`config.mk`:
```
export PLATFORM = sky130hd
export DESIGN_NAME = bcd_countdown_timer_flat
export DESIGN_NICKNAME = d
export VERILOG_FILES = /design/src/rtl/bcd_countdown_timer_if.sv /design/src/rtl/bcd_countdown_timer.sv /design/src/flat_wrapper.sv
export SDC_FILE = /design/constraint.sdc
export NUM_CORES = 1
export LEC_CHECK = 0
export CORE_UTILIZATION = 45
export CTS_BUF_LIST = sky130_fd_sc_hd__clkbuf_8 sky130_fd_sc_hd__clkbuf_16
export CTS_CLUSTER_DIAMETER = 40
export CTS_CLUSTER_SIZE = 30
export DETAILED_ROUTE_END_ITERATION = 8
export PLACE_DENSITY = 0.72
export SYNTH_ARGS = -nofsm -noshare
export SYNTH_HDL_FRONTEND = slang
export SYNTH_SLANG_ARGS = --single-unit
```
`constraint.sdc`:
```
create_clock -name clk -period 2.55 [get_ports clk]
set_input_delay 0.51 -clock clk [delete_from_list [all_inputs] [get_ports clk]]
set_output_delay 0.51 -clock clk [all_outputs]
set_load 0.01 [all_outputs]
```
`src/rtl/bcd_countdown_timer_if.sv`:
```
// Signal bundle between the BCD countdown timer, its ms tick source and the game controller.
// The master side drives ticks and commands; the slave side is the countdown timer itself.
interface bcd_countdown_timer_if #(
  parameter int DIGITS = 2
);
  logic                  ms_tick;
  logic                  tick_enable;
  logic                  load;
  logic [4*DIGITS-1:0]   load_value;
  logic                  start;
  logic                  pause;
  logic [4*DIGITS-1:0]   time_bcd;
  logic                  running;
  logic                  done;
  logic                  expired;

  modport master (
    output ms_tick, load, load_value, start, pause,
    input  tick_enable, time_bcd, running, done, expired
  );

  modport slave (
    input  ms_tick, load, load_value, start, pause,
    output tick_enable, time_bcd, running, done, expired
  );
endinterface

```
`src/rtl/bcd_countdown_timer.sv`:
```
// Packed-BCD seconds countdown driven by millisecond ticks, with load/start/pause control
// and a one-cycle expiry pulse that follows entry into DONE by one clock.
module bcd_countdown_timer #(
  parameter int TICKS_PER_SEC = 1000,
  parameter int DIGITS        = 2
) (
  input logic clk,
  input logic reset,
  bcd_countdown_timer_if.slave bus
);
  localparam int W     = 4 * DIGITS;
  localparam int SUB_W = (TICKS_PER_SEC > 1) ? $clog2(TICKS_PER_SEC) : 1;
  localparam logic [SUB_W-1:0] SUB_MAX = SUB_W'(TICKS_PER_SEC - 1);

  typedef enum logic [1:0] {IDLE, RUN, PAUSED, DONE} state_t;

  state_t           state_reg;
  logic [W-1:0]     time_reg;
  logic [SUB_W-1:0] sub_cnt_reg;
  logic             tick_enable_reg;
  logic             running_reg;
  logic             done_reg;
  logic             expired_reg;
  logic             expire_pending_reg;

  logic [W-1:0]      clamp_value;
  logic [W-1:0]      dec_value;
  logic [DIGITS-1:0] borrow;
  logic              start_eff;

  // pause beats start when both arrive together
  assign start_eff = bus.start && !bus.pause;
  assign borrow[0] = 1'b1;

  genvar gi;
  generate
    for (gi = 0; gi < DIGITS; gi++) begin : g_digit
      logic [3:0] cur_nib;
      logic [3:0] load_nib;
      assign cur_nib  = time_reg[4*gi +: 4];
      assign load_nib = bus.load_value[4*gi +: 4];
      assign clamp_value[4*gi +: 4] = (load_nib > 4'd9) ? 4'd9 : load_nib;
      assign dec_value[4*gi +: 4] = !borrow[gi] ? cur_nib :
                                    (cur_nib == 4'd0) ? 4'd9 : cur_nib - 4'd1;
      if (gi < DIGITS - 1) begin : g_borrow
        assign borrow[gi+1] = borrow[gi] && (cur_nib == 4'd0);
      end
    end
  endgenerate

  always_ff @(posedge clk) begin
    if (reset) begin
      state_reg          <= IDLE;
      time_reg           <= '0;
      sub_cnt_reg        <= '0;
      tick_enable_reg    <= 1'b0;
      running_reg        <= 1'b0;
      done_reg           <= 1'b0;
      expired_reg        <= 1'b0;
      expire_pending_reg <= 1'b0;
    end else begin
      // expiry pulse trails DONE entry by one cycle unless a load cancels it
      expired_reg        <= expire_pending_reg && !bus.load;
      expire_pending_reg <= 1'b0;
      if (bus.load) begin
        state_reg       <= IDLE;
        time_reg        <= clamp_value;
        sub_cnt_reg     <= '0;
        tick_enable_reg <= 1'b0;
        running_reg     <= 1'b0;
        done_reg        <= 1'b0;
      end else begin
        case (state_reg)
          IDLE: begin
            if (start_eff) begin
              if (time_reg != '0) begin
                state_reg       <= RUN;
                tick_enable_reg <= 1'b1;
                running_reg     <= 1'b1;
              end else begin
                state_reg          <= DONE;
                done_reg           <= 1'b1;
                expire_pending_reg <= 1'b1;
              end
            end
          end
          RUN: begin
            if (bus.pause) begin
              state_reg       <= PAUSED;
              tick_enable_reg <= 1'b0;
              running_reg     <= 1'b0;
            end else if (bus.ms_tick) begin
              if (sub_cnt_reg == SUB_MAX) begin
                sub_cnt_reg <= '0;
                time_reg    <= dec_value;
                if (dec_value == '0) begin
                  state_reg          <= DONE;
                  tick_enable_reg    <= 1'b0;
                  running_reg        <= 1'b0;
                  done_reg           <= 1'b1;
                  expire_pending_reg <= 1'b1;
                end
              end else begin
                sub_cnt_reg <= sub_cnt_reg + SUB_W'(1);
              end
            end
          end
          PAUSED: begin
            if (start_eff) begin
              state_reg       <= RUN;
              tick_enable_reg <= 1'b1;
              running_reg     <= 1'b1;
            end
          end
          DONE: begin
            time_reg <= '0;
          end
          default: state_reg <= IDLE;
        endcase
      end
    end
  end

  assign bus.tick_enable = tick_enable_reg;
  assign bus.time_bcd    = time_reg;
  assign bus.running     = running_reg;
  assign bus.done        = done_reg;
  assign bus.expired     = expired_reg;
endmodule

```
`src/flat_wrapper.sv`:
```
// flat-port wrapper written by rule: the top's interface ports become plain ports
module bcd_countdown_timer_flat 
#(
  parameter int TICKS_PER_SEC = 1000,
  parameter int DIGITS        = 2
)
  (clk, reset, bus_ms_tick, bus_load, bus_load_value, bus_start, bus_pause, bus_tick_enable, bus_time_bcd, bus_running, bus_done, bus_expired);
  bcd_countdown_timer_if #(.DIGITS(DIGITS)) bus_i ();
  input logic clk;
  input logic reset;
  input wire logic [$bits(bus_i.ms_tick)-1:0] bus_ms_tick;
  input wire logic [$bits(bus_i.load)-1:0] bus_load;
  input wire logic [$bits(bus_i.load_value)-1:0] bus_load_value;
  input wire logic [$bits(bus_i.start)-1:0] bus_start;
  input wire logic [$bits(bus_i.pause)-1:0] bus_pause;
  output wire logic [$bits(bus_i.tick_enable)-1:0] bus_tick_enable;
  output wire logic [$bits(bus_i.time_bcd)-1:0] bus_time_bcd;
  output wire logic [$bits(bus_i.running)-1:0] bus_running;
  output wire logic [$bits(bus_i.done)-1:0] bus_done;
  output wire logic [$bits(bus_i.expired)-1:0] bus_expired;
  assign bus_i.ms_tick = bus_ms_tick;
  assign bus_i.load = bus_load;
  assign bus_i.load_value = bus_load_value;
  assign bus_i.start = bus_start;
  assign bus_i.pause = bus_pause;
  assign bus_tick_enable = bus_i.tick_enable;
  assign bus_time_bcd = bus_i.time_bcd;
  assign bus_running = bus_i.running;
  assign bus_done = bus_i.done;
  assign bus_expired = bus_i.expired;
  bcd_countdown_timer #(.TICKS_PER_SEC(TICKS_PER_SEC), .DIGITS(DIGITS)) u_core (.clk(clk), .reset(reset), .bus(bus_i));
endmodule
```
-- After elaboration in Yosys (flattened, before gate mapping)
Index checks and enable logic that the tools add are counted.
- register bits: 24
- input bits: 14
- output and inout port bits: 12
- logic and storage cells: 90
- add/sub/neg operators: 3
- $lt $le $gt $ge: 2
- equality and inequality tests: 18
- muxes and demuxes: 41
- bitwise operators: 1
- reductions and logical operators: 18
- operators by type and width (kind ; number):
    $mux 8 ; 4
    $mux 4 ; 5
    $mux 1 ; 19
    $pmux 8 s2 ; 1
    $mux 2 ; 7
    $reduce_and 7->1 ; 2
    $add 10x1->10 const B ; 1
    $eq 10x10->1 const B ; 1
    $mux 10 ; 1
    $ne 2x1->1 const B ; 5
    $ne 3x2->1 const B ; 3
    $ne 3x3->1 const B ; 3
    $gt 4x4->1 const B ; 2
    $logic_not 4->1 ; 2
    $logic_not 8->1 ; 1
    $reduce_bool 8->1 ; 1
    $sub 4x1->4 const B ; 2
    $ne 2x2->1 const B ; 3
    $pmux 2 s3 ; 1
    $reduce_and 6->1 ; 1
    $reduce_bool 3->1 ; 2
    $eq 2x2->1 const B ; 2
    $pmux 1 s2 ; 2
    $reduce_and 4->1 ; 1
    9 further kinds ; 11

-- Longest topological paths before layout
- depth in word-level cells: 9
- gate-level depth with buffers: 8
- mapped depth without buffers: 6

-- Worst setup path before layout
No wires, ideal clock.
- path kind: register to register
- start point: reg u_core.state_reg[1]
- end point: reg u_core.done_reg (netlist: u_core.bus.done)
- setup time: 91 ps
- arrival time: 1579 ps
- data required time: 2459 ps
- setup slack: 880 ps
- stages on the path, launching flop included: 8
- path buffers: 1
- clock period less this slack: 1670 ps
- path through: dfxtp_1 > inv_1 > ha_1 > and3b_1 > buf_2 > nand4_1 > o221a_1 > a311oi_1
- word-level cells in the longest chain between the ends: 3
- elaborated cells on any way between the ends: 11
- those cells by class: eq/ne: 7; mux: 1; reduce/logical: 3
- ends and longest elaborated chain (what ; RTL line ; RTL):
    from (decl) ; bcd_countdown_timer.sv:17 ; state_t state_reg;
    from (signal assigned) ; bcd_countdown_timer.sv:53 ; state_reg <= IDLE;
    from (signal assigned) ; bcd_countdown_timer.sv:66 ; state_reg <= IDLE;
    from (signal assigned) ; bcd_countdown_timer.sv:77 ; state_reg <= RUN;
    $eq 2x1->1 / $logic_not 2->1 (equally long branches) ; bcd_countdown_timer.sv:73 ; case (state_reg)
    $ne 2x1->1 (no source line) (tied with other cells) ; - ;
    $reduce_and 7->1 (no source line) ; - ;
    to (signal assigned) ; bcd_countdown_timer.sv:71 ; done_reg <= 1'b0;
    to (signal assigned) ; bcd_countdown_timer.sv:82 ; done_reg <= 1'b1;
    to (signal assigned) ; bcd_countdown_timer.sv:100 ; done_reg <= 1'b1;
    to (decl) ; bcd_countdown_timer.sv:22 ; logic done_reg;
Parallel ways exist; a longest one is shown, timed or not.
A chain may end at the register's enable or synchronous reset.

-- Worst setup path in the final report
- start point: reg u_core.time_reg[0] (netlist: u_core.bus.time_bcd[0])
- end point: out bus_time_bcd[0]
- RTL lines (what ; RTL line ; RTL):
    from (decl) ; bcd_countdown_timer.sv:18 ; logic [W-1:0] time_reg;
    from (signal assigned) ; bcd_countdown_timer.sv:67 ; time_reg <= clamp_value;
    from (signal assigned) ; bcd_countdown_timer.sv:95 ; time_reg <= dec_value;
    to (decl) ; flat_wrapper.sv:17 ; output wire logic [$bits(bus_i.time_bcd)-1:0] bus_time_bcd;
No word-level cell between the ends.

==> run summary <==
The run finished with clean final reports. The maximum resistive drop on vdd is 0.376 mV. The share of layout cells above drive strength 1 came out at 0.0680. Timing would allow up to 504 MHz. Routed signal wires occupy layers up through met4. For the post-synthesis cell count, the log shows 181.

Setup repair after global routing left no endpoint under its margin. Number of flip-flops in the largest register: 10. Summing all non-filler instances in the final layout gives an area of 1870 µm². The minimum hold slack was 0.469 ns. In this run the cell area of the synthesized design comes to 1510 µm². In this run, synthesis produced a sequential element count of 24. Number of flops mapped to enable cells by yosys: 0. After the last flow step, the layout net total stands at 226. For this block, wires on met1 add up to 1650 µm. STA puts the critical path data arrival time at 1.47 ns. Once detail routing completed, the nets flagged for antenna violations numbered 0. In this run the post-CTS setup repair buffer count came out at 0. The repair_antennas step left the layout with diodes totalling 0. The tools report the total detailed-routing wirelength as 3590 µm.

For this design the static power due to leakage is 0.639 nW. The clock arrives with 0.00684 ns of skew. For the worst-skew pair, the clock arrives at the later sink with an insertion delay of 0.27 ns.

The floorplan has 20 rows. Number of antenna violations at the first check in global routing: 0. The worst setup slack before clock tree synthesis is 0.350 ns.

Yosys attributes the largest share of cell area to dfxtp_1, nand2_1, ha_1. The min-delay analysis places its worst path in the category reg2reg. The via density per instance is 5.77, and the mean instance size in the synthesized netlist is 8.33 µm². Of all nets on the critical path, the largest fanout is 11. Once layout is complete, the cells apart from fillers number 250.

The logs give 2770 µm for the placed wire-length estimate and 939 µW for the total power of the final layout. The relative slew slack came out at 0.658. TritonCTS built the clock tree. The shortest clock period the worst path allows after layout was 1.98 ns; the via count of the first global-routing pass was 1345. The pre-antenna-repair detailed-routing pass consisted of 4 iterations. Kind of launch point of the worst setup path: a flip-flop.

The proportion of netlist area held by the largest area contributor is 0.319, and the full die area is 3590 µm². The final routed wire length divided by cell count is 14.3 µm, and the count of final hold-check violations is 0. The number of levels in the clock H-tree is 1, and the total via count in the routed design is 1442.

In the routed design, unresolved DRC markers number 0. Broken down by cell family, the worst path's largest delay share belongs to buffers and inverters. The commonest non-fill, non-tap cell in the layout was clkdlybuf4s50_1.

For this block, the initial DRC count from the detailed router was 102. Gates resized during post-CTS repair numbered 0. The aggregate negative setup slack is 0 ns. Power spread over the standard cell area amounts to 503 nW/µm².

The total congestion overflow is 0, and the initial core utilization is 0.482. Routability-driven placement finished with a final weighted congestion of 0.858. For the pin with the worst max-slew slack, the measured transition is 0.509 ns.

Setup violations remaining at the end of the flow were counted as 0. Sum of buffers and inverters on the critical path: 1. Port buffering added 25 buffers. The number of maximum-capacitance constraint violations was 0.

The die is 59.9 µm wide. Critical path's slowest cell: clkdlybuf4s50_1. The buffer depth of the longest clock path came out at 2.

For the share of synthesized area occupied by flip-flops and latches, the log shows 0.319. For this run, the number of Yosys warnings is 0. The share of flip-flops with an asynchronous set or reset after synthesis was 0.

The first global-routing pass estimated 6000 µm of wire. The cell sitting at the root of the clock tree is a clkbuf_8. Summed over all nets, wire length on met3 after detailed routing comes to 132 µm. The number of placed instances, taps included, is 246. The worst path setup slack after routing was 0.566 ns; the ratio of final minimum period to clock period was 0.778. For the cell area after placement, the log shows 1800 µm².

The clock edge transition at the registers on the reported setup and hold paths is 0.09 ns. Core area: 3130 µm². By startpoint and endpoint, the worst setup path is classified as reg2out. The logs give 15 for the largest net degree at the start of global routing and 54 for the number of unique standard cell types used by synthesis.

The all-layer global routing usage was 0.221. Summed over all nets, wire length on met2 after detailed routing comes to 1770 µm. For the end-of-flow core utilization, the log shows 0.597. On the worst path, the slowest cell contributes a delay of 0.62 ns. The biggest area contributor in the post-synthesis netlist is dfxtp_1. Leaving out fill and tap cells, the most frequent cells in the layout are clkdlybuf4s50_1, dfxtp_1, nand2_1. The area growth from synthesis to layout is 23.8%.

The clock drives 24 sinks. The most used flip-flop cell after synthesis is dfxtp_1. The run gives 3 as the number of buffers created by CTS. The tools report the number of pins exceeding their max-slew limit in the final report as 0.

The top-level port count came out at 26. The post-synthesis net count was 200; the overall die height was 59.9 µm. Traced cell by cell, the critical path runs through clkdlybuf4s50_1. For the worst setup path, the data required time is 2.04 ns.

The endpoint class of the critical path is a primary output. After clock tree synthesis, the flow added hold-fix buffers numbering 0. The tools report the filler cell count in the final layout as 290.
==> cell type report <==
class | count | area, µm² | area share
Clock inverter | 1 | 30.0 | 0.0161
Tap cell | 44 | 55.1 | 0.0295
Timing Repair Buffer | 28 | 273 | 0.146
Inverter | 10 | 37.5 | 0.0201
Multi-Input combinational cell | 140 | 950 | 0.509
Clock buffer | 3 | 41.3 | 0.0221
Sequential cell | 24 | 480 | 0.257
==> report_power, final <==
part	switching, mW	internal (mW)
combinational	0.0944	0.0979
sequential	0.0248	0.388
clock	0.124	0.210
total	0.243	0.696
==> path summary, 6_finish.rpt <==
path	startpoint	endpoint	slack, ns	cells after the start
worst max-delay path	u_core.bus.time_bcd[0]	bus_time_bcd[0]	0.57	1
worst min-delay path	u_core.expire_pending_reg	u_core.bus.expired	0.47	1
worst max register to register	u_core.state_reg[1]	u_core.bus.done	0.59	6
worst min register to register	u_core.expire_pending_reg	u_core.bus.expired	0.47	1
==> worst reg2reg max path, delay by kind of cell (launching register included) <==
kind                       cells  cell delay [ns]
adders and majority gates      1             0.29
AOI/OAI and AO/OA              2             0.54
and+or+nand+nor                2             0.60
DFF                            1             0.35
buffers and inverters          1             0.09
==> metal layers <==
layer  track usage  vias up
met2         0.387       36
met5             0        -
met4        0.0532        0
li1              -      718
met1         0.271      684
met3        0.0498        4
==> Yosys cell counts, types with 3 or more instances <==
cell      count
a21oi_1       7
and2_1        3
and4_1        3
clkbuf_1      3
dfxtp_1      24
ha_1          5
inv_1        10
nand2_1      17
nand3_1       7
nand3b_1      7
nand4_1       4
nor2_1       16
nor2b_1       3
nor3_1        5
nor4_1        3
o21a_1        4
o21ai_0       3
o21ai_1       3
xnor2_1       7
==> cells by family after synthesis <==
kind of cell	Yosys count	synth area share
compound gates	43	0.208
xor+xnor	9	0.0523
fa+ha+maj	5	0.0415
buf+inv	17	0.0515
flops	24	0.319
mux	3	0.0207
simple gates	80	0.307
Note: power is estimated with default switching activity, not from simulation.
==> RTL change 1: new RTL, same settings <==
`DIGITS` is set to 2 in 3 places; all go to 4.
--- a/src/rtl/bcd_countdown_timer_if.sv
+++ b/src/rtl/bcd_countdown_timer_if.sv
@@ -3,3 +3,3 @@
 interface bcd_countdown_timer_if #(
-  parameter int DIGITS = 2
+  parameter int DIGITS = 4
 );
--- a/src/rtl/bcd_countdown_timer.sv
+++ b/src/rtl/bcd_countdown_timer.sv
@@ -4,3 +4,3 @@
   parameter int TICKS_PER_SEC = 1000,
-  parameter int DIGITS        = 2
+  parameter int DIGITS        = 4
 ) (
--- a/src/flat_wrapper.sv
+++ b/src/flat_wrapper.sv
@@ -4,3 +4,3 @@
   parameter int TICKS_PER_SEC = 1000,
-  parameter int DIGITS        = 2
+  parameter int DIGITS        = 4
 )
Interface: changed (resized bus_load_value and bus_time_bcd); port bits go from 26 to 42. The function was not compared with the original's and may differ.
==> RTL change 1 against the unedited design <==
Fmax fell by 12%. Highest routed layer unchanged. Combinational power increased by 72%. Synthesized area up 33%. Cell count up 42%. Global-route usage grew 1.6 points. Worst setup slack got worse by 0.26 ns. Count of clock-buffer cells in the layout increased by 2. Sequential cell count is 8 higher. First-iteration DRC count rose by 140%. Total power rose by 47%. Cell area is 41% higher. Routed wire length rose by 41%. Critical path depth rose by 4. Via count up 41%.
==> RTL change 1: results (changes against the unedited design) <==
- The width of the die was 68.6 um (+15%).
- The flip-flop and latch area came to 641 sq um (+33%).
- The leakage power summed over all cells came to 0.966 nW (+51%).
* Layout multi-input combinational cell count: 204 (+46%)
- The net switching share of the total power came to 29.1% (+3.2 points).
- The number of ordinary inverters in the final layout was 6 (-4).
* Met3 Use GR: 4.77% (-0.21 points)
- The global router's overall resource usage was 23.7% (+1.6 points).
* Adder-cell share of the synthesized area: 3.13% (-1.0 points)
- The data arrival time at the worst-slack endpoint is 2.44 ns (+0.97 ns).
* Largest net degree at the start of global routing: 19 (+4)
- The peak ir drop on the vdd network came to 0.000378 V (+0.54%).
- The detailed-routed wire length on met3 is 275 um (+110%).
- Clock skew: 0.00674 ns (-0.000105 ns)
* Seq area share: 24.3% (-1.4 points)
- The buffering overhead is 19.3% (+4.6 points).
* Post-Synth XOR/XNOR Area: 3.51% (-1.7 points)
* Pre-CTS setup slack: 0.0995 ns (-0.250 ns)
- The routed wire length was 5.05 mm (+41%).
* Power consumed by combinational cells: 331 uW (+72%)
- Clock insertion delay at the later pin of the skew report: 0.29 ns (+0.02 ns)
* Vias in the first global route: 1819 (+35%)
- The flip-flop count of the largest register after layout came to 16 (+6).
- The iteration-0 DRC count of the detailed router is 246 (+140%).
- Placed Instances: 346 (+41%)
- Detail Route met2 WL: 2.38 mm (+35%)
- Syn Nets: 279 (+40%)
- Number of buffers added on ports: 41 (+64%)
- Final GP Congestion: 0.917 (+6.8%)
* Top cells by count, synth: dfxtp_1, nor2_1, o21ai_0
- The share of the synthesized area in compound gates (AO/OA/AOI/OAI) was 23.5% (+2.7 points).
- Distinct cell type count of the synthesized netlist: 55 (+1.9%)
- Outcome: finished, final reports clean
* Routing usage on met2: 39.8% (+1.1 points)
* Register clock-pin slew on the reported worst setup and hold paths: 0.07 ns (-0.02 ns)
- The net switching component of the power is 403 uW (+66%).
* Max-slew headroom: 62.0% (-3.8 points)
==> RTL change 1: cell count changes in the layout (fill, tap and decap cells not counted), moves of 6 or more <==
cell | unedited run | this run
o21ai_0 | 3 | 25
clkdlybuf4s50_1 | 25 | 41
nor2_1 | 16 | 30
a21oi_1 | 7 | 18
buf_4 | 3 | 13
dfxtp_1 | 24 | 32
or3_1 | 0 | 7
nor3_1 | 5 | 11
xnor2_1 | 7 | 1
==> RTL change 1: final timing paths <==
check | from | to | slack [ns] | cells past startpoint
max | u_core.bus.time_bcd[2] | u_core.state_reg[0] | 0.31 | 5
min | u_core.expire_pending_reg | u_core.bus.expired | 0.45 | 1
max reg2reg | u_core.bus.time_bcd[2] | u_core.state_reg[0] | 0.31 | 5
min reg2reg | u_core.expire_pending_reg | u_core.bus.expired | 0.45 | 1
==> RTL change 1: critical path: stages, from the launching register on <==
cell	delay, ns
dfxtp_1	0.38
nor4_2	0.57
nand4_2	0.28
a2111oi_4	0.49
nor2_2	0.08
a2111oi_2	0.34
==> RTL change 2: new RTL, config.mk and constraints unchanged <==
Made on the original files. Encoding of `state_t`: now one-hot (4 bits for 4 states).
--- a/src/rtl/bcd_countdown_timer.sv
+++ b/src/rtl/bcd_countdown_timer.sv
@@ -14,3 +14,3 @@
 
-  typedef enum logic [1:0] {IDLE, RUN, PAUSED, DONE} state_t;
+  typedef enum logic [3:0] {IDLE = 4'b0001, RUN = 4'b0010, PAUSED = 4'b0100, DONE = 4'b1000} state_t;
 
Check against the original RTL: no difference found for any inputs over 10 cycles, from zero or initial values and one cycle with reset high; not proved beyond that.
==> RTL change 2 against the unedited design <==
The run now ends with design-rule violations left. Worst setup slack lost 0.36 ns. Cell area fell by 7.4%. Sequential power up 4.8%. Clock skew down 0.0045 ns. Sequential cell count is 2 higher. Clock power decreased by 21%. Routed wire length is 12% lower. Sequential share of layout area is 4.4 points higher. Synthesized cell count decreased by 7.2%. Register-to-register slack worse by 0.39 ns. Total power down 12%. Worst hold slack lost 0.030 ns. Synthesized area down 8.0%. Largest power group unchanged. Highest routed layer unchanged.
==> RTL change 2: results (changes against the unedited design) <==
- The flow ran to the end, but the final reports show violations.
* Vias in the first global route: 1264 (-6.0%)
* Violations in the final reports: design-rule violations
- Distinct cell type count of the synthesized netlist: 46 (-15%)
- Vias per inst: 5.92 (+2.6%)
* Worst voltage drop across the vdd grid: 0.000381 V (+1.2%)
- The maximum clock skew at final layout is 0.00230 ns (-0.00454 ns).
* Proportion of layout cells with a drive suffix above 1: 8.76% (+2.0 points)
* Clock-net power: 265 uW (-21%)
* Sw Share: 24.7% (-1.2 points)
- Post-route DRC violation count: 1 (+1)
- The total cell area at the placement stage came to 1670 sq um (-6.8%).
- The first-pass iteration count of the detailed router is 7 (+3).
* Sequential-to-total area share from yosys stat: 37.5% (+5.7 points)
- The measured slew at the worst slew-check pin is 0.480 ns (-0.0286 ns).
- For this design, the slowest cell found on the critical path is or4_1.
- Global-route wire length before repair: 5.43 mm (-9.5%)
- Cell family contributing the most delay on the critical path: simple AND/OR/NAND/NOR gates
- The data arrival time at the worst-slack endpoint came to 2.53 ns (+1.06 ns).
- The total nets after synthesis was 183 (-8.5%).
- Post-DP HPWL: 2.35 mm (-15%)
* Detailed Route WL: 3.14 mm (-12%)
- Final GP Congestion: 0.841 (-2.0%)
- The leakage power summed over all cells is 0.629 nW (-1.5%).
* Number of DRC markers after the initial detailed-route iteration: 28 (-73%)
[RTL change 2: cell types whose count changed after synthesis, sizes merged, moves of 5 or more]
| cell | unedited run | this run |
|---|---|---|
| inv | 10 | 2 |
| nor2 | 17 | 27 |
| xor2 | 2 | 11 |
| nand2 | 17 | 11 |
| nand3b | 7 | 2 |
| xnor2 | 7 | 2 |
[RTL change 2: cell families after synthesis]
kind of cell,synth area share [%]
xor+xnor,8.21
buf+inv,4.42
fa+ha+maj,0.902
flops,37.5
simple gates,29.4
compound gates,19.5
[RTL change 2: per-stage QoR]
step | total power, mW | cells | setup WS (ns) | utilization [%]
2_1_floorplan | 0.510 | 168 | 0.228 | -
3_3_place_gp | 0.567 | 221 | 0.184 | 59.2
3_5_place_dp | 0.570 | 221 | 0.127 | 59.2
4_1_cts | 0.832 | 225 | 0.210 | 61.1
5_1_grt | 0.870 | 225 | 0.0382 | 61.1
6_report | 0.829 | 225 | 0.202 | 61.1
[RTL change 2: worst paths after layout]
| path | start | to | slack [ns] |
|---|---|---|---|
| worst max-delay path | u_core.state_reg[1] | u_core.bus.time_bcd[6] | 0.20 |
| worst min-delay path | u_core.expire_pending_reg | u_core.bus.expired | 0.44 |
| worst max register to register | u_core.state_reg[1] | u_core.bus.time_bcd[6] | 0.20 |
| worst min register to register | u_core.expire_pending_reg | u_core.bus.expired | 0.44 |
[RTL change 2: per-layer routing]
layer  GRT usage [%]  up-vias  wire length [um]
met5               0        -                 0
met4            4.88        0                31
met3            4.99        5               166
met2            35.5       44              1500
met1            26.6      621              1440
li1                -      661                 -
[RTL change 2: cell type report]
class / instances / share of cell area, %
clock buffers: 4 / 3.18
inverters: 2 / 0.434
multi-input cells: 130 / 46.5
flip-flops and latches: 26 / 30.1
well taps: 31 / 2.24
repair buffers: 32 / 17.5
